## src/rtl/ysyx_22051013_axi_router_if.sv

```systemverilog
// AXI4 channel bundle for the router. Every field is packed N lanes wide,
// lane i occupying bits [i*W +: W]; N=1 gives a plain single AXI port.
interface ysyx_22051013_axi_router_if #(
  parameter int N      = 1,
  parameter int ADDR_W = 64,
  parameter int DATA_W = 64,
  parameter int ID_W   = 5
);
  // write address
  logic [N*ID_W-1:0]       aw_id;
  logic [N*ADDR_W-1:0]     aw_addr;
  logic [N*8-1:0]          aw_len;
  logic [N*3-1:0]          aw_size;
  logic [N*2-1:0]          aw_burst;
  logic [N-1:0]            aw_valid;
  logic [N-1:0]            aw_ready;
  // write data
  logic [N*DATA_W-1:0]     w_data;
  logic [N*(DATA_W/8)-1:0] w_strb;
  logic [N-1:0]            w_last;
  logic [N-1:0]            w_valid;
  logic [N-1:0]            w_ready;
  // write response
  logic [N*ID_W-1:0]       b_id;
  logic [N*2-1:0]          b_resp;
  logic [N-1:0]            b_valid;
  logic [N-1:0]            b_ready;
  // read address
  logic [N*ID_W-1:0]       ar_id;
  logic [N*ADDR_W-1:0]     ar_addr;
  logic [N*8-1:0]          ar_len;
  logic [N*3-1:0]          ar_size;
  logic [N*2-1:0]          ar_burst;
  logic [N-1:0]            ar_valid;
  logic [N-1:0]            ar_ready;
  // read data
  logic [N*ID_W-1:0]       r_id;
  logic [N*DATA_W-1:0]     r_data;
  logic [N*2-1:0]          r_resp;
  logic [N-1:0]            r_last;
  logic [N-1:0]            r_valid;
  logic [N-1:0]            r_ready;

  // The side that issues requests
  modport master (
    output aw_id, aw_addr, aw_len, aw_size, aw_burst, aw_valid,
    input  aw_ready,
    output w_data, w_strb, w_last, w_valid,
    input  w_ready,
    input  b_id, b_resp, b_valid,
    output b_ready,
    output ar_id, ar_addr, ar_len, ar_size, ar_burst, ar_valid,
    input  ar_ready,
    input  r_id, r_data, r_resp, r_last, r_valid,
    output r_ready
  );

  // The side that serves requests
  modport slave (
    input  aw_id, aw_addr, aw_len, aw_size, aw_burst, aw_valid,
    output aw_ready,
    input  w_data, w_strb, w_last, w_valid,
    output w_ready,
    output b_id, b_resp, b_valid,
    input  b_ready,
    input  ar_id, ar_addr, ar_len, ar_size, ar_burst, ar_valid,
    output ar_ready,
    output r_id, r_data, r_resp, r_last, r_valid,
    input  r_ready
  );
endinterface

```

## src/rtl/ysyx_22051013_axi_router.sv

```systemverilog
// 1-to-NS AXI4 address router with one outstanding write and one outstanding
// read, plus a built-in error slave (DECERR) for unmapped addresses.
// SLV_BASE/SLV_MASK list slaves left to right: the leftmost ADDR_W-bit word
// describes slave 0. Routing is purely combinational (zero added latency);
// only the selection, id, len and beat count are registered.
module ysyx_22051013_axi_router #(
  parameter int NS     = 2,
  parameter int ADDR_W = 64,
  parameter int DATA_W = 64,
  parameter int ID_W   = 5,
  parameter logic [NS*ADDR_W-1:0] SLV_BASE = {64'h0200_0000, 64'h8000_0000},
  parameter logic [NS*ADDR_W-1:0] SLV_MASK = {64'hFFFF_FFFF_FFFF_0000, 64'hFFFF_FFFF_8000_0000}
) (
  input logic clk,
  input logic rst_n,
  ysyx_22051013_axi_router_if.slave  m,
  ysyx_22051013_axi_router_if.master s
);
  localparam int STRB_W = DATA_W / 8;
  localparam int SEL_W  = $clog2(NS + 1);
  // The error slave takes the index just past the last real slave
  localparam logic [SEL_W-1:0] ERR_SEL = SEL_W'(NS);

  typedef enum logic [1:0] {W_IDLE, W_DATA, W_RESP} w_state_t;
  typedef enum logic       {R_IDLE, R_DATA}         r_state_t;

  // Lowest matching index wins, so scan from the top down and let lower
  // indices overwrite higher ones.
  function automatic logic [SEL_W-1:0] decode(input logic [ADDR_W-1:0] addr);
    logic [SEL_W-1:0] sel;
    sel = ERR_SEL;
    for (int i = NS - 1; i >= 0; i--) begin
      if ((addr & SLV_MASK[(NS-1-i)*ADDR_W +: ADDR_W]) == SLV_BASE[(NS-1-i)*ADDR_W +: ADDR_W])
        sel = SEL_W'(i);
    end
    return sel;
  endfunction

  logic [SEL_W-1:0] aw_dec, ar_dec;
  assign aw_dec = decode(m.aw_addr);
  assign ar_dec = decode(m.ar_addr);

  w_state_t         w_state_reg;
  logic [SEL_W-1:0] w_sel_reg;
  logic [ID_W-1:0]  w_id_reg;

  r_state_t         r_state_reg;
  logic [SEL_W-1:0] r_sel_reg;
  logic [ID_W-1:0]  r_id_reg;
  logic [7:0]       r_len_reg;
  logic [7:0]       r_cnt_reg;

  logic              aw_ready_int, w_ready_int, b_valid_int;
  logic [ID_W-1:0]   b_id_int;
  logic [1:0]        b_resp_int;
  logic              ar_ready_int, r_valid_int, r_last_int;
  logic [ID_W-1:0]   r_id_int;
  logic [DATA_W-1:0] r_data_int;
  logic [1:0]        r_resp_int;

  // Master-facing write path: pick the addressed (IDLE) or latched slave,
  // or the error slave; everything is held at zero while in reset.
  always_comb begin
    aw_ready_int = 1'b0;
    w_ready_int  = 1'b0;
    b_valid_int  = 1'b0;
    b_id_int     = '0;
    b_resp_int   = 2'b00;
    if (rst_n) begin
      case (w_state_reg)
        W_IDLE: begin
          if (aw_dec == ERR_SEL) aw_ready_int = 1'b1;
          for (int i = 0; i < NS; i++)
            if (aw_dec == SEL_W'(i)) aw_ready_int = s.aw_ready[i];
        end
        W_DATA: begin
          if (w_sel_reg == ERR_SEL) w_ready_int = 1'b1;
          for (int i = 0; i < NS; i++)
            if (w_sel_reg == SEL_W'(i)) w_ready_int = s.w_ready[i];
        end
        W_RESP: begin
          if (w_sel_reg == ERR_SEL) begin
            b_valid_int = 1'b1;
            b_id_int    = w_id_reg;
            b_resp_int  = 2'b11;
          end
          for (int i = 0; i < NS; i++) begin
            if (w_sel_reg == SEL_W'(i)) begin
              b_valid_int = s.b_valid[i];
              b_id_int    = s.b_id[i*ID_W +: ID_W];
              b_resp_int  = s.b_resp[i*2 +: 2];
            end
          end
        end
        default: ;
      endcase
    end
  end

  // Master-facing read path, same selection scheme as the write path
  always_comb begin
    ar_ready_int = 1'b0;
    r_valid_int  = 1'b0;
    r_id_int     = '0;
    r_data_int   = '0;
    r_resp_int   = 2'b00;
    r_last_int   = 1'b0;
    if (rst_n) begin
      case (r_state_reg)
        R_IDLE: begin
          if (ar_dec == ERR_SEL) ar_ready_int = 1'b1;
          for (int i = 0; i < NS; i++)
            if (ar_dec == SEL_W'(i)) ar_ready_int = s.ar_ready[i];
        end
        R_DATA: begin
          if (r_sel_reg == ERR_SEL) begin
            r_valid_int = 1'b1;
            r_id_int    = r_id_reg;
            r_resp_int  = 2'b11;
            r_last_int  = (r_cnt_reg == r_len_reg);
          end
          for (int i = 0; i < NS; i++) begin
            if (r_sel_reg == SEL_W'(i)) begin
              r_valid_int = s.r_valid[i];
              r_id_int    = s.r_id[i*ID_W +: ID_W];
              r_data_int  = s.r_data[i*DATA_W +: DATA_W];
              r_resp_int  = s.r_resp[i*2 +: 2];
              r_last_int  = s.r_last[i];
            end
          end
        end
        default: ;
      endcase
    end
  end

  assign m.aw_ready = aw_ready_int;
  assign m.w_ready  = w_ready_int;
  assign m.b_valid  = b_valid_int;
  assign m.b_id     = b_id_int;
  assign m.b_resp   = b_resp_int;
  assign m.ar_ready = ar_ready_int;
  assign m.r_valid  = r_valid_int;
  assign m.r_id     = r_id_int;
  assign m.r_data   = r_data_int;
  assign m.r_resp   = r_resp_int;
  assign m.r_last   = r_last_int;

  // Write FSM: latch target and id on AW, wait for last W, then for B
  always_ff @(posedge clk or negedge rst_n) begin
    if (!rst_n) begin
      w_state_reg <= W_IDLE;
      w_sel_reg   <= '0;
      w_id_reg    <= '0;
    end else begin
      case (w_state_reg)
        W_IDLE: if (m.aw_valid && aw_ready_int) begin
          w_sel_reg   <= aw_dec;
          w_id_reg    <= m.aw_id;
          w_state_reg <= W_DATA;
        end
        W_DATA: if (m.w_valid && w_ready_int && m.w_last) w_state_reg <= W_RESP;
        W_RESP: if (b_valid_int && m.b_ready) w_state_reg <= W_IDLE;
        default: w_state_reg <= W_IDLE;
      endcase
    end
  end

  // Read FSM: latch target, id and len on AR; count beats until last
  always_ff @(posedge clk or negedge rst_n) begin
    if (!rst_n) begin
      r_state_reg <= R_IDLE;
      r_sel_reg   <= '0;
      r_id_reg    <= '0;
      r_len_reg   <= '0;
      r_cnt_reg   <= '0;
    end else begin
      case (r_state_reg)
        R_IDLE: if (m.ar_valid && ar_ready_int) begin
          r_sel_reg   <= ar_dec;
          r_id_reg    <= m.ar_id;
          r_len_reg   <= m.ar_len;
          r_cnt_reg   <= '0;
          r_state_reg <= R_DATA;
        end
        R_DATA: if (r_valid_int && m.r_ready) begin
          if (r_last_int) begin
            r_cnt_reg   <= '0;
            r_state_reg <= R_IDLE;
          end else begin
            r_cnt_reg <= r_cnt_reg + 8'd1;
          end
        end
        default: r_state_reg <= R_IDLE;
      endcase
    end
  end

  // Slave-facing lanes: only the currently selected lane sees anything;
  // every other lane is driven all-zero.
  genvar gi;
  generate
    for (gi = 0; gi < NS; gi++) begin : g_slv
      logic aw_hit, w_hit, b_hit, ar_hit, r_hit;
      assign aw_hit = rst_n && (w_state_reg == W_IDLE) && (aw_dec    == SEL_W'(gi));
      assign w_hit  = rst_n && (w_state_reg == W_DATA) && (w_sel_reg == SEL_W'(gi));
      assign b_hit  = rst_n && (w_state_reg == W_RESP) && (w_sel_reg == SEL_W'(gi));
      assign ar_hit = rst_n && (r_state_reg == R_IDLE) && (ar_dec    == SEL_W'(gi));
      assign r_hit  = rst_n && (r_state_reg == R_DATA) && (r_sel_reg == SEL_W'(gi));

      assign s.aw_valid[gi]                  = aw_hit & m.aw_valid;
      assign s.aw_id[gi*ID_W +: ID_W]        = aw_hit ? m.aw_id    : '0;
      assign s.aw_addr[gi*ADDR_W +: ADDR_W]  = aw_hit ? m.aw_addr  : '0;
      assign s.aw_len[gi*8 +: 8]             = aw_hit ? m.aw_len   : '0;
      assign s.aw_size[gi*3 +: 3]            = aw_hit ? m.aw_size  : '0;
      assign s.aw_burst[gi*2 +: 2]           = aw_hit ? m.aw_burst : '0;

      assign s.w_valid[gi]                   = w_hit & m.w_valid;
      assign s.w_data[gi*DATA_W +: DATA_W]   = w_hit ? m.w_data : '0;
      assign s.w_strb[gi*STRB_W +: STRB_W]   = w_hit ? m.w_strb : '0;
      assign s.w_last[gi]                    = w_hit & m.w_last;

      assign s.b_ready[gi]                   = b_hit & m.b_ready;

      assign s.ar_valid[gi]                  = ar_hit & m.ar_valid;
      assign s.ar_id[gi*ID_W +: ID_W]        = ar_hit ? m.ar_id    : '0;
      assign s.ar_addr[gi*ADDR_W +: ADDR_W]  = ar_hit ? m.ar_addr  : '0;
      assign s.ar_len[gi*8 +: 8]             = ar_hit ? m.ar_len   : '0;
      assign s.ar_size[gi*3 +: 3]            = ar_hit ? m.ar_size  : '0;
      assign s.ar_burst[gi*2 +: 2]           = ar_hit ? m.ar_burst : '0;

      assign s.r_ready[gi]                   = r_hit & m.r_ready;
    end
  endgenerate
endmodule

```

## src/flat_wrapper.sv

```systemverilog
// flat-port wrapper written by rule: the top's interface ports become plain ports
module ysyx_22051013_axi_router_flat 
#(
  parameter int NS     = 2,
  parameter int ADDR_W = 64,
  parameter int DATA_W = 64,
  parameter int ID_W   = 5,
  parameter logic [NS*ADDR_W-1:0] SLV_BASE = {64'h0200_0000, 64'h8000_0000},
  parameter logic [NS*ADDR_W-1:0] SLV_MASK = {64'hFFFF_FFFF_FFFF_0000, 64'hFFFF_FFFF_8000_0000}
)
  (clk, rst_n, m_aw_id, m_aw_addr, m_aw_len, m_aw_size, m_aw_burst, m_aw_valid, m_aw_ready, m_w_data, m_w_strb, m_w_last, m_w_valid, m_w_ready, m_b_id, m_b_resp, m_b_valid, m_b_ready, m_ar_id, m_ar_addr, m_ar_len, m_ar_size, m_ar_burst, m_ar_valid, m_ar_ready, m_r_id, m_r_data, m_r_resp, m_r_last, m_r_valid, m_r_ready, s_aw_id, s_aw_addr, s_aw_len, s_aw_size, s_aw_burst, s_aw_valid, s_aw_ready, s_w_data, s_w_strb, s_w_last, s_w_valid, s_w_ready, s_b_id, s_b_resp, s_b_valid, s_b_ready, s_ar_id, s_ar_addr, s_ar_len, s_ar_size, s_ar_burst, s_ar_valid, s_ar_ready, s_r_id, s_r_data, s_r_resp, s_r_last, s_r_valid, s_r_ready);
  ysyx_22051013_axi_router_if #(.N(1), .ADDR_W(ADDR_W), .DATA_W(DATA_W), .ID_W(ID_W)) m_i ();
  ysyx_22051013_axi_router_if #(.N(2), .ADDR_W(ADDR_W), .DATA_W(DATA_W), .ID_W(ID_W)) s_i ();
  input logic clk;
  input logic rst_n;
  input wire logic [$bits(m_i.aw_id)-1:0] m_aw_id;
  input wire logic [$bits(m_i.aw_addr)-1:0] m_aw_addr;
  input wire logic [$bits(m_i.aw_len)-1:0] m_aw_len;
  input wire logic [$bits(m_i.aw_size)-1:0] m_aw_size;
  input wire logic [$bits(m_i.aw_burst)-1:0] m_aw_burst;
  input wire logic [$bits(m_i.aw_valid)-1:0] m_aw_valid;
  output wire logic [$bits(m_i.aw_ready)-1:0] m_aw_ready;
  input wire logic [$bits(m_i.w_data)-1:0] m_w_data;
  input wire logic [$bits(m_i.w_strb)-1:0] m_w_strb;
  input wire logic [$bits(m_i.w_last)-1:0] m_w_last;
  input wire logic [$bits(m_i.w_valid)-1:0] m_w_valid;
  output wire logic [$bits(m_i.w_ready)-1:0] m_w_ready;
  output wire logic [$bits(m_i.b_id)-1:0] m_b_id;
  output wire logic [$bits(m_i.b_resp)-1:0] m_b_resp;
  output wire logic [$bits(m_i.b_valid)-1:0] m_b_valid;
  input wire logic [$bits(m_i.b_ready)-1:0] m_b_ready;
  input wire logic [$bits(m_i.ar_id)-1:0] m_ar_id;
  input wire logic [$bits(m_i.ar_addr)-1:0] m_ar_addr;
  input wire logic [$bits(m_i.ar_len)-1:0] m_ar_len;
  input wire logic [$bits(m_i.ar_size)-1:0] m_ar_size;
  input wire logic [$bits(m_i.ar_burst)-1:0] m_ar_burst;
  input wire logic [$bits(m_i.ar_valid)-1:0] m_ar_valid;
  output wire logic [$bits(m_i.ar_ready)-1:0] m_ar_ready;
  output wire logic [$bits(m_i.r_id)-1:0] m_r_id;
  output wire logic [$bits(m_i.r_data)-1:0] m_r_data;
  output wire logic [$bits(m_i.r_resp)-1:0] m_r_resp;
  output wire logic [$bits(m_i.r_last)-1:0] m_r_last;
  output wire logic [$bits(m_i.r_valid)-1:0] m_r_valid;
  input wire logic [$bits(m_i.r_ready)-1:0] m_r_ready;
  output wire logic [$bits(s_i.aw_id)-1:0] s_aw_id;
  output wire logic [$bits(s_i.aw_addr)-1:0] s_aw_addr;
  output wire logic [$bits(s_i.aw_len)-1:0] s_aw_len;
  output wire logic [$bits(s_i.aw_size)-1:0] s_aw_size;
  output wire logic [$bits(s_i.aw_burst)-1:0] s_aw_burst;
  output wire logic [$bits(s_i.aw_valid)-1:0] s_aw_valid;
  input wire logic [$bits(s_i.aw_ready)-1:0] s_aw_ready;
  output wire logic [$bits(s_i.w_data)-1:0] s_w_data;
  output wire logic [$bits(s_i.w_strb)-1:0] s_w_strb;
  output wire logic [$bits(s_i.w_last)-1:0] s_w_last;
  output wire logic [$bits(s_i.w_valid)-1:0] s_w_valid;
  input wire logic [$bits(s_i.w_ready)-1:0] s_w_ready;
  input wire logic [$bits(s_i.b_id)-1:0] s_b_id;
  input wire logic [$bits(s_i.b_resp)-1:0] s_b_resp;
  input wire logic [$bits(s_i.b_valid)-1:0] s_b_valid;
  output wire logic [$bits(s_i.b_ready)-1:0] s_b_ready;
  output wire logic [$bits(s_i.ar_id)-1:0] s_ar_id;
  output wire logic [$bits(s_i.ar_addr)-1:0] s_ar_addr;
  output wire logic [$bits(s_i.ar_len)-1:0] s_ar_len;
  output wire logic [$bits(s_i.ar_size)-1:0] s_ar_size;
  output wire logic [$bits(s_i.ar_burst)-1:0] s_ar_burst;
  output wire logic [$bits(s_i.ar_valid)-1:0] s_ar_valid;
  input wire logic [$bits(s_i.ar_ready)-1:0] s_ar_ready;
  input wire logic [$bits(s_i.r_id)-1:0] s_r_id;
  input wire logic [$bits(s_i.r_data)-1:0] s_r_data;
  input wire logic [$bits(s_i.r_resp)-1:0] s_r_resp;
  input wire logic [$bits(s_i.r_last)-1:0] s_r_last;
  input wire logic [$bits(s_i.r_valid)-1:0] s_r_valid;
  output wire logic [$bits(s_i.r_ready)-1:0] s_r_ready;
  assign m_i.aw_id = m_aw_id;
  assign m_i.aw_addr = m_aw_addr;
  assign m_i.aw_len = m_aw_len;
  assign m_i.aw_size = m_aw_size;
  assign m_i.aw_burst = m_aw_burst;
  assign m_i.aw_valid = m_aw_valid;
  assign m_aw_ready = m_i.aw_ready;
  assign m_i.w_data = m_w_data;
  assign m_i.w_strb = m_w_strb;
  assign m_i.w_last = m_w_last;
  assign m_i.w_valid = m_w_valid;
  assign m_w_ready = m_i.w_ready;
  assign m_b_id = m_i.b_id;
  assign m_b_resp = m_i.b_resp;
  assign m_b_valid = m_i.b_valid;
  assign m_i.b_ready = m_b_ready;
  assign m_i.ar_id = m_ar_id;
  assign m_i.ar_addr = m_ar_addr;
  assign m_i.ar_len = m_ar_len;
  assign m_i.ar_size = m_ar_size;
  assign m_i.ar_burst = m_ar_burst;
  assign m_i.ar_valid = m_ar_valid;
  assign m_ar_ready = m_i.ar_ready;
  assign m_r_id = m_i.r_id;
  assign m_r_data = m_i.r_data;
  assign m_r_resp = m_i.r_resp;
  assign m_r_last = m_i.r_last;
  assign m_r_valid = m_i.r_valid;
  assign m_i.r_ready = m_r_ready;
  assign s_aw_id = s_i.aw_id;
  assign s_aw_addr = s_i.aw_addr;
  assign s_aw_len = s_i.aw_len;
  assign s_aw_size = s_i.aw_size;
  assign s_aw_burst = s_i.aw_burst;
  assign s_aw_valid = s_i.aw_valid;
  assign s_i.aw_ready = s_aw_ready;
  assign s_w_data = s_i.w_data;
  assign s_w_strb = s_i.w_strb;
  assign s_w_last = s_i.w_last;
  assign s_w_valid = s_i.w_valid;
  assign s_i.w_ready = s_w_ready;
  assign s_i.b_id = s_b_id;
  assign s_i.b_resp = s_b_resp;
  assign s_i.b_valid = s_b_valid;
  assign s_b_ready = s_i.b_ready;
  assign s_ar_id = s_i.ar_id;
  assign s_ar_addr = s_i.ar_addr;
  assign s_ar_len = s_i.ar_len;
  assign s_ar_size = s_i.ar_size;
  assign s_ar_burst = s_i.ar_burst;
  assign s_ar_valid = s_i.ar_valid;
  assign s_i.ar_ready = s_ar_ready;
  assign s_i.r_id = s_r_id;
  assign s_i.r_data = s_r_data;
  assign s_i.r_resp = s_r_resp;
  assign s_i.r_last = s_r_last;
  assign s_i.r_valid = s_r_valid;
  assign s_r_ready = s_i.r_ready;
  ysyx_22051013_axi_router #(.NS(NS), .ADDR_W(ADDR_W), .DATA_W(DATA_W), .ID_W(ID_W), .SLV_BASE(SLV_BASE), .SLV_MASK(SLV_MASK)) u_core (.clk(clk), .rst_n(rst_n), .m(m_i), .s(s_i));
endmodule
```

## config.mk

```make
export PLATFORM = sky130hd
export DESIGN_NAME = ysyx_22051013_axi_router_flat
export DESIGN_NICKNAME = d
export VERILOG_FILES = /design/src/rtl/ysyx_22051013_axi_router_if.sv /design/src/rtl/ysyx_22051013_axi_router.sv /design/src/flat_wrapper.sv
export SDC_FILE = /design/constraint.sdc
export NUM_CORES = 1
export LEC_CHECK = 0
export CORE_AREA = 3 3 384 386
export DETAILED_ROUTE_END_ITERATION = 6
export DIE_AREA = 0 0 387 389
export HOLD_SLACK_MARGIN = 0.03
export SETUP_SLACK_MARGIN = 0.02
export SLEW_MARGIN = 10
export SYNTH_ARGS = -nofsm -noshare
export SYNTH_HDL_FRONTEND = slang
export SYNTH_SLANG_ARGS = --single-unit
```

## constraint.sdc

```tcl
create_clock -name clk -period 6 [get_ports clk]
set_clock_uncertainty 0.2 [all_clocks]
set_input_delay 0.6 -clock clk [delete_from_list [all_inputs] [get_ports clk]]
set_output_delay 0.6 -clock clk [all_outputs]
set_load 0.01 [all_outputs]
```

==> results.sh <==
export IMPL_rsz0062_at_grt="no"
export IMPL_dpl_hpwl_mm=76.49
export IMPL_cp_num_buf_inv=3
export IMPL_max_stage_delay_ps=780
export IMPL_grt_use_total=0.1031
export IMPL_synth_edf_count=0
export IMPL_initial_core_util=0.04693
export IMPL_finalCritPeriodShare=0.7829
export IMPL_fp_dieW_um=387
export IMPL_synthCells=930
export IMPL_synth_xor_area_share=0.01038
export IMPL_finalSetupViolations=0
export IMPL_wirelength_mm=82.85
export IMPL_cts_tree="built"
export IMPL_rows=139
export IMPL_holdBufCountCts=1
export IMPL_post_route_drc_count=0
export IMPL_antenna_found_initial=93
export IMPL_fmax_ghz=0.2129
export IMPL_cp_max_fo=51
export IMPL_wire_per_inst_um=22.77
export IMPL_layout_drive_gt1_share=0.03795
export IMPL_outcome="finished, final reports clean"
export IMPL_drtAntennaViolNets=0
export IMPL_cts_htree_levels=2
export IMPL_path_clk_slew_ps=60
export IMPL_grt_first_pass_wirelength_mm=101.7
export IMPL_hold_viol=0
export IMPL_cts_max_path_buffers=2
export IMPL_pwr_density_cell_nw_per_um2=148.8
export IMPL_synth_top_family_by_area="simple AND/OR/NAND/NOR gates"
export IMPL_worstPathArrival_ps=3900
export IMPL_layout_min_cycle_time_ps=4697
export IMPL_final_area_um2=16900
export IMPL_required_ps=5200
export IMPL_whs_ps=305.5
export IMPL_dieArea_um2=150500
export IMPL_async_flop_share=1.000
export IMPL_fin_setup_tns_ps=0
export IMPL_post_cts_resized=0
export IMPL_via_per_inst=2.636
export IMPL_via_count=9590
export IMPL_drtIter0Drc=575
export IMPL_synth_seq_cells=33
export IMPL_leakage_nw=6.013
export IMPL_layout_commonest_cell="clkdlybuf4s50_1"
export IMPL_slew_viol_final=0
export IMPL_crit_path_end_kind="output port"
export IMPL_cap_violations=0
export IMPL_critical_path_class="in -> out"
export IMPL_path_cells="dlygate4sd3_1, buf_2, nor2b_1, nor2b_1, and3_2, and2_1, clkdlybuf4s50_1"
export IMPL_synth_simple_gate_area_frac=0.4510
export IMPL_slowest_stage="and3_2"
export IMPL_syn_cell_area_um2=6750
export IMPL_ir_worst_vdd_v=0.0001236
export IMPL_clk_latency_ps=300
export IMPL_final_nets=2125
export IMPL_critical_path_top_delay_family="simple AND/OR/NAND/NOR gates"
export IMPL_avgSynthCellArea_um2=7.258
export IMPL_synth_adder_area_share=0.001854
export IMPL_synth_seq_area_share=0.1223
export IMPL_synthMuxAreaShare=0.1513
export IMPL_overflow=0
export IMPL_grt_max_degree=53
export IMPL_dr_pass1_iters=4
export IMPL_grt_pass1_vias=9110
export IMPL_numCtsBuffers=5
export IMPL_cts_root_buf="clkbuf_16"
export IMPL_synth_cell_types=50
export IMPL_cp_common_cell="nor2b_1"
export IMPL_core_area_um2=143800
export IMPL_yosysWarningCount=0
export IMPL_nFillCells=16548
export IMPL_max_slew_margin=0.3552
export IMPL_place_gp_congestion=0.8304
export IMPL_placed_area_um2=16640
export IMPL_layout_common_cells="clkdlybuf4s50_1 (820), and2_1 (322), conb_1 (158)"
export IMPL_post_cts_setup_buffer_count=0
export IMPL_num_io_pins=980
export IMPL_fp_dieH_um=389
export IMPL_clock_sinks=33
export IMPL_holdCritPathClass="reg -> reg"
export IMPL_tightest_slew_ps=967.2
export IMPL_area_growth_syn_to_layout_pct=150.3
export IMPL_final_util=0.1175
export IMPL_synth_flop_cell="dfrtp_1"
export IMPL_synth_compound_area_frac=0.04930
export IMPL_cp_start_kind="input port"
export IMPL_io_buffers=821
-- synth_stat cells (6+ instances only) --
cell / n / area share
a21oi_1: 14 / 0.010
and2_1: 322 / 0.30
buf_1: 7 / 0.0039
buf_4: 158 / 0.18
clkbuf_1: 47 / 0.026
dfrtp_1: 33 / 0.12
mux2_2: 12 / 0.020
mux2_4: 9 / 0.020
mux2i_1: 75 / 0.11
nand2_1: 11 / 0.0061
nand2b_1: 8 / 0.0074
nor2_1: 98 / 0.054
nor2b_1: 6 / 0.0056
nor3_1: 14 / 0.010
nor4_1: 21 / 0.019
o21ai_0: 7 / 0.0052
xnor2_1: 8 / 0.010
-- final cells by class --
class,count,area [um^2],area share
Antenna cell,22,55.05,0.003259
Multi-Input combinational cell,832,5092,0.3014
Tap cell,1903,2381,0.1409
Timing Repair Buffer,836,8328,0.4929
Clock buffer,5,125.1,0.007406
Inverter,4,15.01,0.0008887
Clock inverter,3,68.82,0.004073
Sequential cell,33,829.5,0.04910
-- metal layers --
metal	wire length, um	vias up	GRT usage
met5	337	-	0
met4	1301	50	0.009111
met3	11790	171	0.06543
met2	40450	627	0.1813
met1	28970	4437	0.1071
li1	-	4305	-
-- logic make-up after synthesis --
family	Yosys count
xor+xnor	8
fa+ha+maj	1
mux	96
simple gates	523
other cells	1
buf+inv	222
flops	33
compound gates	46
-- where the power goes --
| part | internal, mW | switching (mW) | leakage [nW] | total (mW) |
|---|---|---|---|---|
| combinational | 0.834 | 0.847 | 5.53 | 1.68 |
| clock | 0.240 | 0.127 | 0.0945 | 0.367 |
| sequential | 0.321 | 0.145 | 0.388 | 0.466 |
| total | 1.40 | 1.12 | 6.01 | 2.51 |
-- worst paths after layout --
path	from	end	slack (ps)	cells past startpoint
min in group asynchronous	rst_n	u_core.r_sel_reg[1]	570	2
worst min-delay path	u_core.r_id_reg[4]	u_core.r_id_reg[4]	310	1
worst max-delay path	rst_n	s_aw_size[3]	1300	7
max in group asynchronous	rst_n	u_core.r_cnt_reg[0]	4200	3
worst min register to register	u_core.r_id_reg[4]	u_core.r_id_reg[4]	310	1
worst max register to register	u_core.r_sel_reg[0]	u_core.r_cnt_reg[4]	3370	6
-- per-stage QoR --
step / worst slack, ps / instances / power [mW]
after global routing: 1047 / 3620 / 2.728
after floorplan: 3175 / 1087 / 1.274
final: 1303 / 3638 / 2.514
after CTS: 1281 / 3616 / 2.598
after detailed placement: 1349 / 3607 / 2.195
after global placement: 1416 / 3607 / 2.192
Power figures use the tool's default switching activity.
